**config.mk**
```make
export PLATFORM = sky130hd
export DESIGN_NAME = ccir656_rx_flat
export DESIGN_NICKNAME = d
export VERILOG_FILES = /design/src/rtl/ccir656_pkg.sv /design/src/rtl/ccir656_rx_if.sv /design/src/rtl/ccir656_xy_check.sv /design/src/rtl/ccir656_rx.sv /design/src/flat_wrapper.sv
export SDC_FILE = /design/constraint.sdc
export NUM_CORES = 1
export LEC_CHECK = 0
export CORE_UTILIZATION = 45
export CTS_BUF_LIST = sky130_fd_sc_hd__clkbuf_4 sky130_fd_sc_hd__clkbuf_8
export CTS_CLUSTER_SIZE = 25
export DETAILED_ROUTE_END_ITERATION = 10
export HOLD_SLACK_MARGIN = 0.02
export PLACE_DENSITY = 0.75
export SYNTH_ARGS = -nofsm -noshare
export SYNTH_HDL_FRONTEND = slang
export SYNTH_HIERARCHICAL = 1
export SYNTH_SLANG_ARGS = --single-unit
```
**constraint.sdc**
```tcl
create_clock -name clk27M -period 2.4 [get_ports clk27M]
set_clock_uncertainty 0.2 [all_clocks]
set_input_delay 0.6 -clock clk27M [delete_from_list [all_inputs] [get_ports clk27M]]
set_output_delay 0.6 -clock clk27M [all_outputs]
set_load 0.02 [all_outputs]
```
**src/rtl/ccir656_pkg.sv**
```systemverilog
// Shared definitions for the BT.656 / CCIR656 generator and receiver:
// preamble bytes, XY bit layout, receiver FSM states and protection bits.
package ccir656_pkg;

  // Timing reference preamble: FF 00 00 XY
  localparam logic [7:0] PRE_FF = 8'hFF;
  localparam logic [7:0] PRE_00 = 8'h00;

  // XY byte layout: 1 F V H P3 P2 P1 P0
  localparam int XY_ONE_BIT  = 7;
  localparam int XY_F_BIT    = 6;
  localparam int XY_V_BIT    = 5;
  localparam int XY_H_BIT    = 4;
  localparam int XY_PROT_MSB = 3;

  // Named XY codes (SAV has H=0, EAV has H=1)
  localparam logic [7:0] XY_SAV_F0_V0 = 8'h80;
  localparam logic [7:0] XY_EAV_F0_V0 = 8'h9D;
  localparam logic [7:0] XY_SAV_F0_V1 = 8'hAB;
  localparam logic [7:0] XY_EAV_F0_V1 = 8'hB6;
  localparam logic [7:0] XY_SAV_F1_V0 = 8'hC7;
  localparam logic [7:0] XY_EAV_F1_V0 = 8'hDA;
  localparam logic [7:0] XY_SAV_F1_V1 = 8'hEC;
  localparam logic [7:0] XY_EAV_F1_V1 = 8'hF1;

  // Receiver preamble search / active region states
  typedef enum logic [2:0] {
    ST_SEARCH,
    ST_P1,
    ST_P2,
    ST_P3,
    ST_ACTIVE
  } rx_state_t;

  // Protection bits {P3,P2,P1,P0} for a given F/V/H
  function automatic logic [3:0] xy_prot(input logic f, input logic v, input logic h);
    return {v ^ h, f ^ h, f ^ v, f ^ v ^ h};
  endfunction

  // Full XY byte for a given F/V/H, as emitted by the generator
  function automatic logic [7:0] xy_code(input logic f, input logic v, input logic h);
    return {1'b1, f, v, h, xy_prot(f, v, h)};
  endfunction

endpackage

```
**src/rtl/ccir656_rx_if.sv**
```systemverilog
// Byte stream in, decoded pixel stream and status out.
// master: stream source / consumer side; slave: the receiver.
interface ccir656_rx_if;
  logic [7:0]  din;
  logic [7:0]  pix_data;
  logic        pix_valid;
  logic [10:0] sample_cnt;
  logic [9:0]  line_cnt;
  logic        field;
  logic        vblank;
  logic        hblank;
  logic        sav_pulse;
  logic        eav_pulse;
  logic        xy_err;
  logic        line_err;
  logic        locked;

  modport master (
    output din,
    input  pix_data, pix_valid, sample_cnt, line_cnt, field, vblank, hblank,
    input  sav_pulse, eav_pulse, xy_err, line_err, locked
  );

  modport slave (
    input  din,
    output pix_data, pix_valid, sample_cnt, line_cnt, field, vblank, hblank,
    output sav_pulse, eav_pulse, xy_err, line_err, locked
  );
endinterface

```
**src/rtl/ccir656_xy_check.sv**
```systemverilog
// Combinational XY decode: extracts F/V/H and flags a well-formed code
// (fixed 1 in bit 7 and matching protection bits).
module ccir656_xy_check
  import ccir656_pkg::*;
(
  input  logic [7:0] xy,
  output logic       f,
  output logic       v,
  output logic       h,
  output logic       ok
);

  assign f  = xy[XY_F_BIT];
  assign v  = xy[XY_V_BIT];
  assign h  = xy[XY_H_BIT];
  assign ok = xy[XY_ONE_BIT] && (xy[XY_PROT_MSB:0] == xy_prot(f, v, h));

endmodule

```
**src/rtl/ccir656_rx.sv**
```systemverilog
// BT.656 byte-stream receiver: finds FF 00 00 XY timing references,
// tracks F/V/H, outputs active bytes with indices and lock status.
// All outputs are registered and appear the cycle after the causing byte.
module ccir656_rx
  import ccir656_pkg::*;
#(
  parameter int ACTIVE_SAMPLES = 1440,
  parameter int LOCK_LINES     = 2
) (
  input logic         clk27M,
  input logic         rst,
  ccir656_rx_if.slave bus
);

  localparam int               LOCK_TARGET = 2 * LOCK_LINES;
  localparam int               LOCK_W      = $clog2(LOCK_TARGET + 1);
  localparam logic [LOCK_W-1:0] LOCK_MAX   = LOCK_W'(LOCK_TARGET);
  localparam logic [LOCK_W-1:0] LOCK_PRE   = LOCK_W'(LOCK_TARGET - 1);
  localparam logic [LOCK_W-1:0] LOCK_ONE   = LOCK_W'(1);
  localparam logic [10:0]       LAST_IDX   = 11'(ACTIVE_SAMPLES - 1);
  localparam logic [9:0]        LINE_MAX   = '1;

  // Everything the receiver remembers besides the FSM state
  typedef struct packed {
    logic [7:0]        pix_data;
    logic              pix_valid;
    logic [10:0]       sample_cnt;
    logic [9:0]        line_cnt;
    logic              field;
    logic              vblank;
    logic              hblank;
    logic              sav_pulse;
    logic              eav_pulse;
    logic              xy_err;
    logic              line_err;
    logic              locked;
    logic [10:0]       act_idx;    // index of the next active byte
    logic              have_code;  // a valid code has been seen since reset
    logic              last_h;     // H of that last valid code
    logic [LOCK_W-1:0] lock_cnt;   // consecutive well-ordered codes
  } rx_regs_t;

  rx_state_t state_q, state_d;
  rx_regs_t  r_q, r_d;

  logic xy_f, xy_v, xy_h, xy_ok;
  logic code_ok;   // valid XY accepted this cycle
  logic seq_bad;   // valid code repeats the previous H
  logic ff_abort;  // FF found inside the active region

  ccir656_xy_check u_xy_check (
    .xy (bus.din),
    .f  (xy_f),
    .v  (xy_v),
    .h  (xy_h),
    .ok (xy_ok)
  );

  // FSM state register
  // NOTE: sequential state is written with non-blocking assignments so every
  // flop samples the pre-edge values, independent of block ordering.
  always_ff @(posedge clk27M or negedge rst) begin
    if (!rst) state_q <= ST_SEARCH;
    else      state_q <= state_d;
  end

  // Output, counter and lock registers
  always_ff @(posedge clk27M or negedge rst) begin
    if (!rst) r_q <= '0;
    else      r_q <= r_d;
  end

  // Preamble search, XY handling, active capture and lock tracking
  always_comb begin
    // NOTE: every variable gets a default first so no path leaves one
    // unassigned, which would otherwise infer a latch.
    state_d     = state_q;
    r_d         = r_q;
    r_d.pix_valid = 1'b0;
    r_d.sav_pulse = 1'b0;
    r_d.eav_pulse = 1'b0;
    r_d.xy_err    = 1'b0;
    r_d.line_err  = 1'b0;
    code_ok     = 1'b0;
    seq_bad     = 1'b0;
    ff_abort    = 1'b0;

    unique case (state_q)
      ST_SEARCH: begin
        if (bus.din == PRE_FF) state_d = ST_P1;
      end

      ST_P1: begin
        if      (bus.din == PRE_00) state_d = ST_P2;
        else if (bus.din == PRE_FF) state_d = ST_P1;
        else                        state_d = ST_SEARCH;
      end

      ST_P2: begin
        if      (bus.din == PRE_00) state_d = ST_P3;
        else if (bus.din == PRE_FF) state_d = ST_P1;
        else                        state_d = ST_SEARCH;
      end

      ST_P3: begin
        state_d = ST_SEARCH;
        if (xy_ok) begin
          code_ok       = 1'b1;
          seq_bad       = r_q.have_code && (r_q.last_h == xy_h);
          r_d.field     = xy_f;
          r_d.vblank    = xy_v;
          r_d.hblank    = xy_h;
          r_d.have_code = 1'b1;
          r_d.last_h    = xy_h;
          if (xy_h) begin
            // EAV: count lines within a field, restart on field change
            r_d.eav_pulse = 1'b1;
            if (xy_f != r_q.field)            r_d.line_cnt = '0;
            else if (r_q.line_cnt != LINE_MAX) r_d.line_cnt = r_q.line_cnt + 10'd1;
          end else begin
            // SAV: start the active region
            r_d.sav_pulse  = 1'b1;
            r_d.sample_cnt = '0;
            r_d.act_idx    = '0;
            state_d        = ST_ACTIVE;
          end
        end else begin
          r_d.xy_err = 1'b1;
        end
      end

      ST_ACTIVE: begin
        if (bus.din == PRE_FF) begin
          // A preamble inside the active region truncates the line
          ff_abort = 1'b1;
          state_d  = ST_P1;
        end else begin
          r_d.pix_data   = bus.din;
          r_d.pix_valid  = ~r_q.vblank;
          r_d.sample_cnt = r_q.act_idx;
          r_d.act_idx    = r_q.act_idx + 11'd1;
          if (r_q.act_idx == LAST_IDX) state_d = ST_SEARCH;
        end
      end

      default: state_d = ST_SEARCH;
    endcase

    r_d.line_err = seq_bad | ff_abort;

    // Any error drops lock at once; well-ordered codes build it back up
    if (r_d.xy_err || r_d.line_err) begin
      r_d.lock_cnt = '0;
      r_d.locked   = 1'b0;
    end else if (code_ok) begin
      if (r_q.lock_cnt != LOCK_MAX) r_d.lock_cnt = r_q.lock_cnt + LOCK_ONE;
      if (r_q.lock_cnt >= LOCK_PRE) r_d.locked = 1'b1;
    end
  end

  assign bus.pix_data   = r_q.pix_data;
  assign bus.pix_valid  = r_q.pix_valid;
  assign bus.sample_cnt = r_q.sample_cnt;
  assign bus.line_cnt   = r_q.line_cnt;
  assign bus.field      = r_q.field;
  assign bus.vblank     = r_q.vblank;
  assign bus.hblank     = r_q.hblank;
  assign bus.sav_pulse  = r_q.sav_pulse;
  assign bus.eav_pulse  = r_q.eav_pulse;
  assign bus.xy_err     = r_q.xy_err;
  assign bus.line_err   = r_q.line_err;
  assign bus.locked     = r_q.locked;

endmodule

```
**src/flat_wrapper.sv**
```systemverilog
// flat-port wrapper written by rule: the top's interface ports become plain ports
module ccir656_rx_flat import ccir656_pkg::*;
#(
  parameter int ACTIVE_SAMPLES = 1440,
  parameter int LOCK_LINES     = 2
)
  (clk27M, rst, bus_din, bus_pix_data, bus_pix_valid, bus_sample_cnt, bus_line_cnt, bus_field, bus_vblank, bus_hblank, bus_sav_pulse, bus_eav_pulse, bus_xy_err, bus_line_err, bus_locked);
  ccir656_rx_if bus_i ();
  input logic clk27M;
  input logic rst;
  input wire logic [$bits(bus_i.din)-1:0] bus_din;
  output wire logic [$bits(bus_i.pix_data)-1:0] bus_pix_data;
  output wire logic [$bits(bus_i.pix_valid)-1:0] bus_pix_valid;
  output wire logic [$bits(bus_i.sample_cnt)-1:0] bus_sample_cnt;
  output wire logic [$bits(bus_i.line_cnt)-1:0] bus_line_cnt;
  output wire logic [$bits(bus_i.field)-1:0] bus_field;
  output wire logic [$bits(bus_i.vblank)-1:0] bus_vblank;
  output wire logic [$bits(bus_i.hblank)-1:0] bus_hblank;
  output wire logic [$bits(bus_i.sav_pulse)-1:0] bus_sav_pulse;
  output wire logic [$bits(bus_i.eav_pulse)-1:0] bus_eav_pulse;
  output wire logic [$bits(bus_i.xy_err)-1:0] bus_xy_err;
  output wire logic [$bits(bus_i.line_err)-1:0] bus_line_err;
  output wire logic [$bits(bus_i.locked)-1:0] bus_locked;
  assign bus_i.din = bus_din;
  assign bus_pix_data = bus_i.pix_data;
  assign bus_pix_valid = bus_i.pix_valid;
  assign bus_sample_cnt = bus_i.sample_cnt;
  assign bus_line_cnt = bus_i.line_cnt;
  assign bus_field = bus_i.field;
  assign bus_vblank = bus_i.vblank;
  assign bus_hblank = bus_i.hblank;
  assign bus_sav_pulse = bus_i.sav_pulse;
  assign bus_eav_pulse = bus_i.eav_pulse;
  assign bus_xy_err = bus_i.xy_err;
  assign bus_line_err = bus_i.line_err;
  assign bus_locked = bus_i.locked;
  ccir656_rx #(.ACTIVE_SAMPLES(ACTIVE_SAMPLES), .LOCK_LINES(LOCK_LINES)) u_core (.clk27M(clk27M), .rst(rst), .bus(bus_i));
endmodule
```
# Word-level counts from Yosys, hierarchy flattened
# Index checks and enable logic that the tools add are counted.
[op_classes]
addsub = 3
n_shift = 0
n_lt_le_gt_ge = 1
mux = 36
n_bitwise = 7
n_eq_ne = 16
n_mul = 0
div = 0
reduce_logical = 17
[op_table]
columns = ["op", "n"]
rows = [
  ["$pmux 11 s2", 2],
  ["$mux 3", 11],
  ["$mux 10", 3],
  ["$mux 26", 1],
  ["$mux 11", 2],
  ["$pmux 3 s5", 1],
  ["$mux 1", 14],
  ["$mux 13", 1],
  ["$mux 12", 1],
  ["$add 11x1->11 const B", 1],
  ["$eq 11x11->1 const B", 1],
  ["$add 10x1->10 const B", 1],
  ["$ne 10x10->1 const B", 1],
  ["$reduce_and 2->1", 5],
  ["$reduce_bool 2->1", 5],
  ["$eq 8x8->1 const B", 1],
  ["$logic_not 8->1", 1],
  ["$reduce_and 4->1", 2],
  ["$eq 3x2->1 const B", 2],
  ["$ne 2x2->1 const B", 3],
  ["$eq 4x4->1", 1],
  ["$xor 1x1->1", 4],
  ["$add 3x1->3 const B", 1],
  ["$eq 3x1->1 const B", 1],
  ["other kinds (12)", 14],
]
[word_totals]
reg_bits = 56
inputBits = 10
latch_bits = 0
output_inout_bits = 38
word_cells = 96
mem_bits_ro = 0
memories = 0
mem_bits_rw = 0

# Logic depth before layout (Yosys ltp)
# Gate-level depths: netlist of the first run.
[logic_depth]
word_depth = 10
ltp_mapped = 11
ltp_nobuf = 9

# Cells and area by module
# Netlist of the first run, hierarchy kept.
[by_module_without_submodules]
columns = ["module", "cells_each", "seq_area_each_um2", "area_per_inst_um2", "instances"]
rows = [
  ["ccir656_rx", 294, 1401.3, 2860.2, 1],
  ["ccir656_xy_check", 21, 0.0, 146.4, 1],
]

# Worst setup path after synthesis of the first run
# Ideal clock, no wire load.
[synth_timing]
kind = "in2reg"
from = "in bus_din[0]"
to = "reg u_core.r_q, in the netlist u_core/bus.line_cnt[3]"
stages = 9
slack_ns = -0.426
setup_ns = 0.078
path_buffers = 1
required_time_ns = 2.122
arrival_time_ns = 2.549
path_cell_list = "or3_2 a21oi_1 a211o_1 and4_1 and4b_1 buf_4 nand2_2 or4_1 a21boi_1"
[synth_via]
elab_chain_len = 3
[synth_lines]
columns = ["element", "line_no", "text"]
rows = [
  ["start: declaration", "flat_wrapper.sv:11", "input wire logic [$bits(bus_i.din)-1:0] bus_din;"],
  ["$eq 4x4->1", "ccir656_xy_check.sv:16", "assign ok = xy[XY_ONE_BIT] && (xy[XY_PROT_MSB:0] == xy_prot(f, v, h));"],
  ["$logic_and 1x1->1", "ccir656_xy_check.sv:16", ""],
  ["via u_core.xy_ok", "ccir656_rx.sv:46", "logic xy_f, xy_v, xy_h, xy_ok;"],
  ["$reduce_and 4->1 (no line)", "--", ""],
  ["end signal: assignment", "ccir656_rx.sv:70", "else r_q <= r_d;"],
  ["end: declaration", "ccir656_rx.sv:44", "rx_regs_t r_q, r_d;"],
]
# The timed path passes the listed nets, and every way through them passes these cells.
# A chain may end at the register's enable or synchronous reset.

# Final worst setup path of the first run
# Ends and elaborated chain as after synthesis.

==> summary.md, run 1 <==
| Metric | Value |
|---|---|
| Cell area after synthesis | ~0.003 sq mm |
| Largest net degree at the start of global routing | 57 |
| Die width | ~84 um |
| DRT antenna net count | 0 |
| TritonCTS Buffers | 5 |
| Failing checks | setup timing |
| Synthesized Nets | 330 |
| Slew HR | 0.762 |
| Vias in the first global route | roughly 2.5k |
| First-pass DRT Iterations | 4 |
| Starting DRT DRC Count | around 130 |
| Fin crit share | 1.02 |
| Synth Instances | approximately 320 |
| Vias | approximately 2.5k |
| Power per cell area | 430 mW/mm^2 |
| CTS HTree Levels | 2 |
| Crit start category | input pin |
| Ant diodes | 0 |
| Gr usage total | 0.193 |
| Die height | between 80 and 90 um |
| Buffer depth of the longest clock path | 2 |
| Initial core utilization | 0.471 |
| Number of synthesized flops with an enable pin | 0 |
| Post-synth top area cell | dfrtp_1 |
| GR Overflow Total | 0 |
| P&R area growth vs syn | 30.9% |
| RSZ-0062 raised after global routing | true |
| Cell row count | 29 |
| Root Driver | clkbuf_8 |
| Post-synth top area share | 0.466 |
| Lkg Pwr | around 0.0018 uW |
| Total Wirelength | about 6600 um |
| Syn_area_per_cell | ~9.5 sq um |
| Worst-path clk slew | 0.11 ns |
| CP max-delay cell | or4_4 |
| Cell variety after synth | 58 |
| Share of layout cells above drive strength 1 | 0.227 |
| Min Tclk post-route | between 2 and 2.5 ns |
| Core ar. | around 0.0064 sq mm |
| Die ar. | 0.00701 sq mm |
| Port buffer count | 47 |
| Setup violations, final | 1 |
| HPWL after DPL | about 4500 um |
| Worst endpoint required time | between 2 and 2.5 ns |
| Max rail drop VDD | 0.000284 V |
| Synth area leaders | dfrtp_1 47%, buf_4 8.5%, nand2_1 7.4%, nand3_1 4.2%, o21ai_0 2.2% |
| Worst-Skew Late Latency | 0.32 ns |
| Global-route wire length before repair | 11,200 um |
| Setup Crit Path Kind | input pin to register |
| Predominant post-synthesis flop cell | dfrtp_1 |
| Pre-CTS WS | -0.919 ns |
| Final setup margin | -0.0448 ns |
| Slew Limit Fails | 0 |
| GPL Wtd Cong | 0.844 |
| Clock sink count | 56 |
| Status | finished with violations |
| Drc violations | 0 |
| HP Class | input pin to asynchronous set/reset pin |
| DP Area | roughly 0.0037 sq mm |
| DR WL/cell | between 10 and 15 um |
| Sequential fraction of the synthesis area | 0.466 |
| Vias/cell | approximately 5.5 |
| CTS tree | built |
| Final hold violations | 0 |
| CP bufs+invs | 1 |
| CP top delay family | simple AND/OR/NAND/NOR gates |
| Non-Filler Instances | roughly 450 |
| Crit-path cells | buf_8 > or3_4 > a21oi_2 > a211o_1 > and4_1 > and4b_2 > nand2_8 > or4_4 > a21boi_2 |
| Post-synthesis async set-or-reset flop share | 1.00 |
| Crit path largest cell delay | about 0.43 ns |
| Fmax | roughly 400 MHz |
| Hold Buf Count CTS | 0 |
| Placed Instances | approximately 440 |
| Slew @ Worst Pin | about 0.35 ns |
| Number of max-cap violations | 0 |
| Synthesis-stage register bit count | 56 |
| Final instance area | 0.00394 sq mm |
| Worst setup EP type | register |
| Crit-path max FO | 6 |
| Layout Nets | 388 |
| Total number of yosys warnings | 6 |
| CP Data Arrival Time | 2.50 ns |
| IO Pins | between 40 and 50 |
| Antenna violations before repair | 0 |
| Worst Hold Slack | roughly 0.064 ns |
layer usage:
| layer | global-route usage | routed length [um] | vias to the layer above |
|---|---|---|---|
| li1 | - | - | 1206 |
| met1 | 0.241 | 2940 | 1221 |
| met2 | 0.340 | 3270 | 66 |
| met3 | 0.0356 | 296 | 9 |
| met4 | 0.0570 | 80 | 0 |
| met5 | 0 | 0 | - |
cells in the final DEF, fill, tap and decap left out, types with 5 or more instances in the layout:
| master | count |
|---|---|
| nand3_1 | 24 |
| inv_1 | 7 |
| a21oi_1 | 6 |
| buf_4 | 38 |
| clkdlybuf4s50_1 | 39 |
| nor2_1 | 10 |
| clkbuf_8 | 5 |
| nand2_1 | 58 |
| dfrtp_1 | 56 |
| ha_1 | 5 |
| or4_1 | 5 |
| nand4_1 | 5 |
| buf_6 | 5 |
| o21ai_0 | 9 |
worst paths after layout:
path	from	end	slack (ns)	cells past startpoint
max	bus_din[0]	u_core/bus.line_cnt[3]	-0.04	9
min	rst	u_core/bus.line_err	0.06	2
max reg2reg	u_core/bus.line_cnt[0]	u_core/bus.line_cnt[2]	0.16	6
min reg2reg	u_core/bus.vblank	u_core/bus.pix_valid	0.27	1
max in group asynchronous	rst	u_core/bus.locked	1.68	2
min in group clk27M	u_core/bus.vblank	u_core/bus.pix_valid	0.27	1
flip-flops by register name, summed over array words and instances (netlist names):
signal                 count
u_core/bus.sample_cnt     11
u_core/bus.xy_err          1
u_core/bus.locked          1
u_core/bus.eav_pulse       1
u_core/bus.line_err        1
u_core/bus.field           1
u_core/r_q                16
u_core/bus.vblank          1
u_core/bus.line_cnt       10
u_core/bus.sav_pulse       1
u_core/state_q             3
u_core/bus.pix_valid       1
u_core/bus.pix_data        8
final cells by class:
type                       count  area, sq um
tap                           77         96.3
clock inverter                 3         47.5
sequential                    56         1400
clock buffer                   5         68.8
inverter                       8         37.5
multi-input combinational    210         1420
timing repair buffer          92          870
fill                         512         2450
synth_stat cells, drive strengths merged (2+ instances only):
cell type  number
or4             6
o21a            3
o21ai          14
a21oi           9
nor3            4
nand4           5
mux2            2
a21boi          2
mux2i           4
o211ai          4
nand2b          2
nor4            6
o2111ai         2
and3            2
nand3          25
o41ai           2
or3             3
o2bb2ai         2
xor2            2
inv             8
dfrtp          56
o31ai           5
and4            2
buf            39
nor2           11
o22a            2
ha              5
nand2          60
a31oi           2
clkbuf          2
nor2b           2
a21o            2
xnor2           5
timing repair:
item / in CTS / in global routing
resized for setup: 35 / 20
pin swaps: 5 / 9
buffers inserted: 3 / 1
setup endpoints to repair: 45 / 28
cell families after synthesis:
kind of cell,synth area share
compound gates,0.132
xor+xnor,0.0229
fa+ha+maj,0.0241
buf+inv,0.108
flops,0.466
mux,0.0208
simple gates,0.226
report_power, final:
| group | switching [uW] | leakage, uW | internal [uW] |
|---|---|---|---|
| clock network | 323 | 0.0000583 | 315 |
| logic | 58.0 | 0.000955 | 52.7 |
| registers | 0.140 | 0.000783 | 943 |
metrics by stage:
step	util	total power [uW]	setup TNS, ns
3_3_place_gp	0.573	1060	-34.29
2_1_floorplan	-	991	-1.06
6_report	0.616	1690	-0.0448
5_1_grt	0.616	1750	-0.766
3_5_place_dp	0.573	1060	-36.87
4_1_cts	0.602	1700	-0.0675
worst reg2reg max path, delay by kind of cell (launching register included):
kind,cells,cell delay (ns)
buffers and inverters,1,0.12
DFF,1,0.46
adders and majority gates,1,0.28
AOI/OAI and AO/OA,1,0.09
and+or+nand+nor,3,1.03
Note: power is estimated with default switching activity, not from simulation.
==> run 2: changes to the inputs <==
Settings changed: CORE_MARGIN set to 8.
==> summary.md, run 2 (synthesis results as in run 1) <==
| Metric | Value |
|---|---|
| Crit path largest cell delay | 0.29 ns (-0.14 ns) |
| DP Area | 0.00366 sq mm (+0.14%) |
| Worst-Skew Late Latency | 0.31 ns (about the same) |
| Starting DRT DRC Count | 128 (+2.4%) |
| Worst setup EP type | register |
| HPWL after DPL | 5020 um (+11%) |
| GPL Wtd Cong | 0.847 (+0.33%) |
| Fin crit share | 1.01 (-0.00428) |
| Worst endpoint required time | 2.43 ns (-0.02 ns) |
| Total Wirelength | 7040 um (+6.9%) |
| Fmax | 411 MHz (+0.42%) |
| Worst-path clk slew | 0.11 ns (about the same) |
| Initial core utilization | 0.468 (-0.00266) |
| Root Driver | clkbuf_8 |
| RSZ-0062 raised after global routing | true |
| Lkg Pwr | 0.00178 uW (-0.86%) |
| Die width | 97.7 um (+17%) |
| Core ar. | 0.00642 sq mm (+0.57%) |
| Number of max-cap violations | 0 (unchanged) |
| Pre-CTS WS | -0.948 ns (-0.0288 ns) |
| P&R area growth vs syn | 30.9% (unchanged) |
| R2R Path End | u_core/bus.line_cnt[1] |
| Hold Buf Count CTS | 0 (unchanged) |
| Max FFs per register | 16 (unchanged) |
| Crit-path max FO | 19 (+13) |
| Max rail drop VDD | 0.000300 V (+5.7%) |
| CP max-delay cell | a211o_1 |
| First-pass DRT Iterations | 4 (unchanged) |
| Ant diodes | 0 (unchanged) |
| RR Startpoint | u_core/bus.line_cnt[0] |
| Share of layout cells above drive strength 1 | 0.231 (+0.00329) |
| HP Class | input pin to asynchronous set/reset pin |
| Vias/cell | 5.49 (-1.0%) |
| Crit-path cells | buf_12 > nor2b_2 > mux2_2 > a211o_1 > and4_4 > and4b_4 > buf_4 > nand2b_4 > buf_12 > clkinvlp_4 > a21oi_1 |
| Status | finished with violations |
| Layout Nets | 387 (-0.26%) |
| Slew HR | 0.692 (-0.0693) |
| Vias | 2,471 (-1.2%) |
| Most frequent cells in the layout | 58 x nand2_1, 56 x dfrtp_1, 39 x clkdlybuf4s50_1 |
| DR WL/cell | 15.6 um (+7.2%) |
| Cell row count | 29 (unchanged) |
| Worst R2R Setup Slack | 0.24 ns (+0.08 ns) |
| Gr usage total | 0.151 (-0.0424) |
| Antenna violations before repair | 0 (unchanged) |
| CP Data Arrival Time | 2.47 ns (-0.03 ns) |
| Reg with most FFs | u_core/r_q |
| Setup Crit Path Kind | input pin to register |
| Most frequent CP cell | buf_12 |
| Final setup margin | -0.0346 ns (+0.0103 ns) |
| Setup violations, final | 5 (+4) |
| R2r worst-path depth | 6 (unchanged) |
| Final hold violations | 0 (unchanged) |
| Commonest non-fill, non-tap cell in the layout | nand2_1 |
| Die height | 97.7 um (+17%) |
| Drc violations | 0 (unchanged) |
| Global-route wire length before repair | 12,100 um (+8.0%) |
| TritonCTS Buffers | 5 (unchanged) |
| DRT antenna net count | 0 (unchanged) |
| IO Pins | 48 (unchanged) |
| CTS tree | built |
| Vias in the first global route | 2,538 (+0.36%) |
| Port buffer count | 47 (unchanged) |
| CTS HTree Levels | 2 (unchanged) |
| Min Tclk post-route | 2.43 ns (-0.0103 ns) |
| Slew Limit Fails | 0 (unchanged) |
| Fillers | 523 (+2.1%) |
| Slew @ Worst Pin | 0.457 ns (+0.102 ns) |
| GR Overflow Total | 0 (unchanged) |
| Clock sink count | 56 (unchanged) |
| Final instance area | 0.00394 sq mm (unchanged) |
| Critical Path End | u_core/r_q[13] |
| Crit start category | input pin |
| Failing checks | setup timing |
| Die ar. | 0.00955 sq mm (+36%) |
| Buffer depth of the longest clock path | 2 (unchanged) |
| Crit. Startpoint | bus_din[0] |
| Largest net degree at the start of global routing | 57 (unchanged) |
| Power per cell area | 429 mW/mm^2 (-0.18%) |
## run 2: stage by stage
step	hold WS (ns)	util	instances	TNS (ns)	power, uW
5_1_grt	0.0965	0.613	450	-0.336	1750
2_1_floorplan	0.104	-	315	-1.06	991
3_5_place_dp	0.263	0.571	438	-37.19	1060
4_1_cts	0.0836	0.602	448	-0.0866	1700
3_3_place_gp	0.259	0.571	438	-32.44	1060
6_report	0.0684	0.613	450	-0.0767	1690
## run 2: per-layer routing
layer / part of all wire / GRT usage
met1: 0.44 / 0.180
met2: 0.50 / 0.261
met3: 0.045 / 0.0376
met4: 0.010 / 0.0444
met5: 0 / 0
## run 2: layout make-up
class                           count  area (sq um)  area share
Clock buffer                        6          76.3      0.0194
Clock inverter                      2          35.0     0.00890
Inverter                            8          41.3      0.0105
Multi-Input combinational cell    210          1420       0.360
Sequential cell                    56          1400       0.356
Tap cell                           77          96.3      0.0245
Timing Repair Buffer               91           870       0.221
## run 2: worst min path at each step
stage	from	endpoint	slack, ns	depth (start not counted)
after floorplan	rst	u_core/bus.eav_pulse	0.10	0
after global placement	u_core/bus.vblank	u_core/bus.pix_valid	0.26	1
after detailed placement	u_core/bus.vblank	u_core/bus.pix_valid	0.26	1
after CTS	rst	u_core/bus.pix_data[7]	0.08	2
after global routing	rst	u_core/bus.pix_data[3]	0.1	2
final	rst	u_core/bus.pix_data[7]	0.07	2
## run 2: worst max-delay path: cells and delay by family
family	cells	cell delay [ns]
muxes	1	0.25
and+or+nand+nor	4	0.61
AOI/OAI and AO/OA	2	0.44
buffers and inverters	4	0.55
## run 2: where the power goes
| group | total, uW | switching (uW) | internal (uW) |
|---|---|---|---|
| registers | 943 | 0.151 | 943 |
| logic | 114 | 60.8 | 53.2 |
| clock network | 632 | 310 | 322 |
| total | 1690 | 371 | 1320 |
## run 2: what timing repair did
| item | 4_1_cts | 5_1_grt |
|---|---|---|
| gates cloned | 0 | 0 |
| gates resized for setup | 39 | 14 |
| endpoints found under the setup margin | 47 | 36 |
| pin swaps | 10 | 11 |
| setup buffers | 2 | 3 |
==> run 3: changes to the inputs <==
Settings changed: CORE_ASPECT_RATIO set to 0.5.
==> summary.md, run 3 (synthesis results as in run 1) <==
| Metric | Value |
|---|---|
| Slew @ Worst Pin | 0.357 ns (-0.0998 ns) |
| Layout Nets | 390 (+0.78%) |
| Int Power | 1230 uW (-6.7%) |
| Switching portion of total power | 0.224 (+0.00396) |
| Buffer depth of the longest clock path | 2 (unchanged) |
| Antenna violations before repair | 0 (unchanged) |
| Die height | 73.8 um (-24%) |
| CP Data Arrival Time | 2.55 ns (+0.08 ns) |
| Cell row count | 21 (-28%) |
| Slew HR | 0.760 (+0.0672) |
| GR Overflow Total | 0 (unchanged) |
| Worst-Skew Late Latency | 0.30 ns (about the same) |
| Lkg Pwr | 0.00177 uW (-0.37%) |
| HPWL after DPL | 5140 um (+2.4%) |
| Min Tclk post-route | 2.52 ns (+0.0823 ns) |
| Starting DRT DRC Count | 235 (+84%) |
| Drc violations | 0 (unchanged) |
| Total Wirelength | 7370 um (+4.7%) |
| Max rail drop VDD | 0.000237 V (-21%) |
| Clk pwr share | 0.330 (-0.044) |
| P&R area growth vs syn | 30.8% |
| IO Pins | 48 (unchanged) |
| Share of layout cells above drive strength 1 | 0.235 (+0.00410) |
| Failing checks | setup timing |
| Worst endpoint required time | 2.44 ns (about the same) |
| Max FFs per register | 16 (unchanged) |
| DP Area | 0.00366 sq mm (-0.17%) |
| First-pass DRT Iterations | 4 (unchanged) |
| Die width | 132 um (+35%) |
| Crit start category | input pin |
| Setup violations, final | 11 (+6) |
| Total power | 1580 uW (-6.2%) |
| Vias in the first global route | 2,444 (-3.7%) |
| Combinational power share | 0.074 (+0.007) |
| CTS HTree Levels | 2 (unchanged) |
| Reg with most FFs | u_core/r_q |
| Commonest non-fill, non-tap cell in the layout | nand2_1 |
| Met1 global-route usage | 0.172 (-0.00800) |
| Vias/cell | 5.46 (-0.64%) |
| Root Driver | clkbuf_8 |
| Number of max-cap violations | 0 (unchanged) |
| Pre-CTS WS | -0.941 ns (+0.00693 ns) |
| DR WL/cell | 15.8 um (+0.89%) |
| Clock sink count | 56 (unchanged) |
| Power per cell area | 403 mW/mm^2 (-6.1%) |
| Flop pwr share | 0.595 (+0.037) |
| HP Class | input pin to asynchronous set/reset pin |
| Most frequent cells in the layout | 58 x nand2_1, 56 x dfrtp_1, 41 x buf_4 |
| Status | finished with violations |
| CTS tree | built |
| Slew Limit Fails | 0 (unchanged) |
| Final hold violations | 0 (unchanged) |
| RSZ-0062 raised after global routing | true |
| Busiest grt layer | met2 |
| Fillers | 544 (+4.0%) |
| TritonCTS Buffers | 5 (unchanged) |
| Worst setup EP type | register |
| Ant diodes | 0 (unchanged) |
| Port buffer count | 47 (unchanged) |
| Non-Filler Instances | 467 (+3.8%) |
| Die ar. | 0.00971 sq mm (+1.7%) |
| Met2 usage | 0.272 (+0.0105) |
| Fmax | 397 MHz (-3.3%) |
| Vias | 2,548 (+3.1%) |
| Gr usage total | 0.147 (-0.00330) |
| Core ar. | 0.00657 sq mm (+2.3%) |
| NetSw | 354 uW (-4.5%) |
| Placed Instances | 453 (+3.4%) |
| Fin crit share | 1.05 (+0.0343) |
| Final instance area | 0.00393 sq mm (-0.13%) |
| GR Layer Usage met3 | 0.0286 (-0.00897) |
| Global-route wire length before repair | 11,800 um (-2.3%) |
| Setup Crit Path Kind | input pin to register |
| GPL Wtd Cong | 0.930 (+9.8%) |
| DRT antenna net count | 0 (unchanged) |
| Worst-path clk slew | 0.09 ns (-0.02 ns) |
| Largest net degree at the start of global routing | 57 (unchanged) |
| Final setup margin | -0.117 ns (-0.0823 ns) |
| Hold Buf Count CTS | 0 (unchanged) |
| Initial core utilization | 0.458 (-0.0104) |
| Crit-path max FO | 7 (-12) |
[run 3: final cells by class]
type | instances | area [sq um] | share of cell area
multi-input cells | 210 | 1410 | 0.359
repair buffers | 94 | 870 | 0.221
flip-flops and latches | 56 | 1400 | 0.356
well taps | 92 | 115 | 0.0293
inverters | 8 | 41.3 | 0.0105
clock buffers | 6 | 82.6 | 0.0210
clock inverters | 1 | 8.76 | 0.00223
[run 3: stage by stage]
step	hold WS (ns)	utilization	setup TNS, ns
2_1_floorplan	0.104	-	-1.06
3_3_place_gp	0.252	0.557	-33.87
3_5_place_dp	0.250	0.557	-37.57
4_1_cts	0.0872	0.582	-0.299
5_1_grt	0.0949	0.598	-1.40
6_report	0.0811	0.598	-0.595
[run 3: worst max-delay path, stage by stage]
cell and delay, ns:
dlygate4sd2_1 0.28, xnor2_2 0.18, o21ai_1 0.11, o22ai_1 0.14, and4_1 0.23, and4b_2 0.36
nand2_8 0.10, or4_4 0.42, a21boi_2 0.13
[run 3: power groups by stage]
stage                     Sequential [uW]  Combinational (uW)  Clock [uW]
final                                 943                 118         523
after global routing                  943                 127         577
after CTS                             943                 106         543
after detailed placement              962                 102           0
after global placement                962                98.9           0
after floorplan                       962                29.1           0
[run 3: worst paths after layout]
kind                            slack, ns  cells after the start                    from                        to
worst min register to register       0.26                      1       u_core/bus.vblank      u_core/bus.pix_valid
worst min-delay path                 0.08                      2                     rst  u_core/bus.sample_cnt[7]
worst max register to register       0.24                      6  u_core/bus.line_cnt[0]    u_core/bus.line_cnt[1]
min in group clk27M                  0.26                      1       u_core/bus.vblank      u_core/bus.pix_valid
max in group asynchronous            1.67                      2                     rst  u_core/bus.sample_cnt[8]
worst max-delay path                -0.12                      9              bus_din[2]    u_core/bus.line_cnt[3]
[run 3: per-layer routing]
| layer | up-vias | wire length (um) |
|---|---|---|
| met2 | 66 | 3880 |
| met5 | - | 0 |
| met3 | 9 | 272 |
| li1 | 1214 | - |
| met4 | 0 | 89 |
| met1 | 1259 | 3130 |
[run 3: timing repair]
action                                  4_1_cts  5_1_grt
pin swaps                                    10        9
gates resized for setup                      33       24
setup buffers                                 4        6
gates cloned                                  0        0
endpoints found under the setup margin       49       41
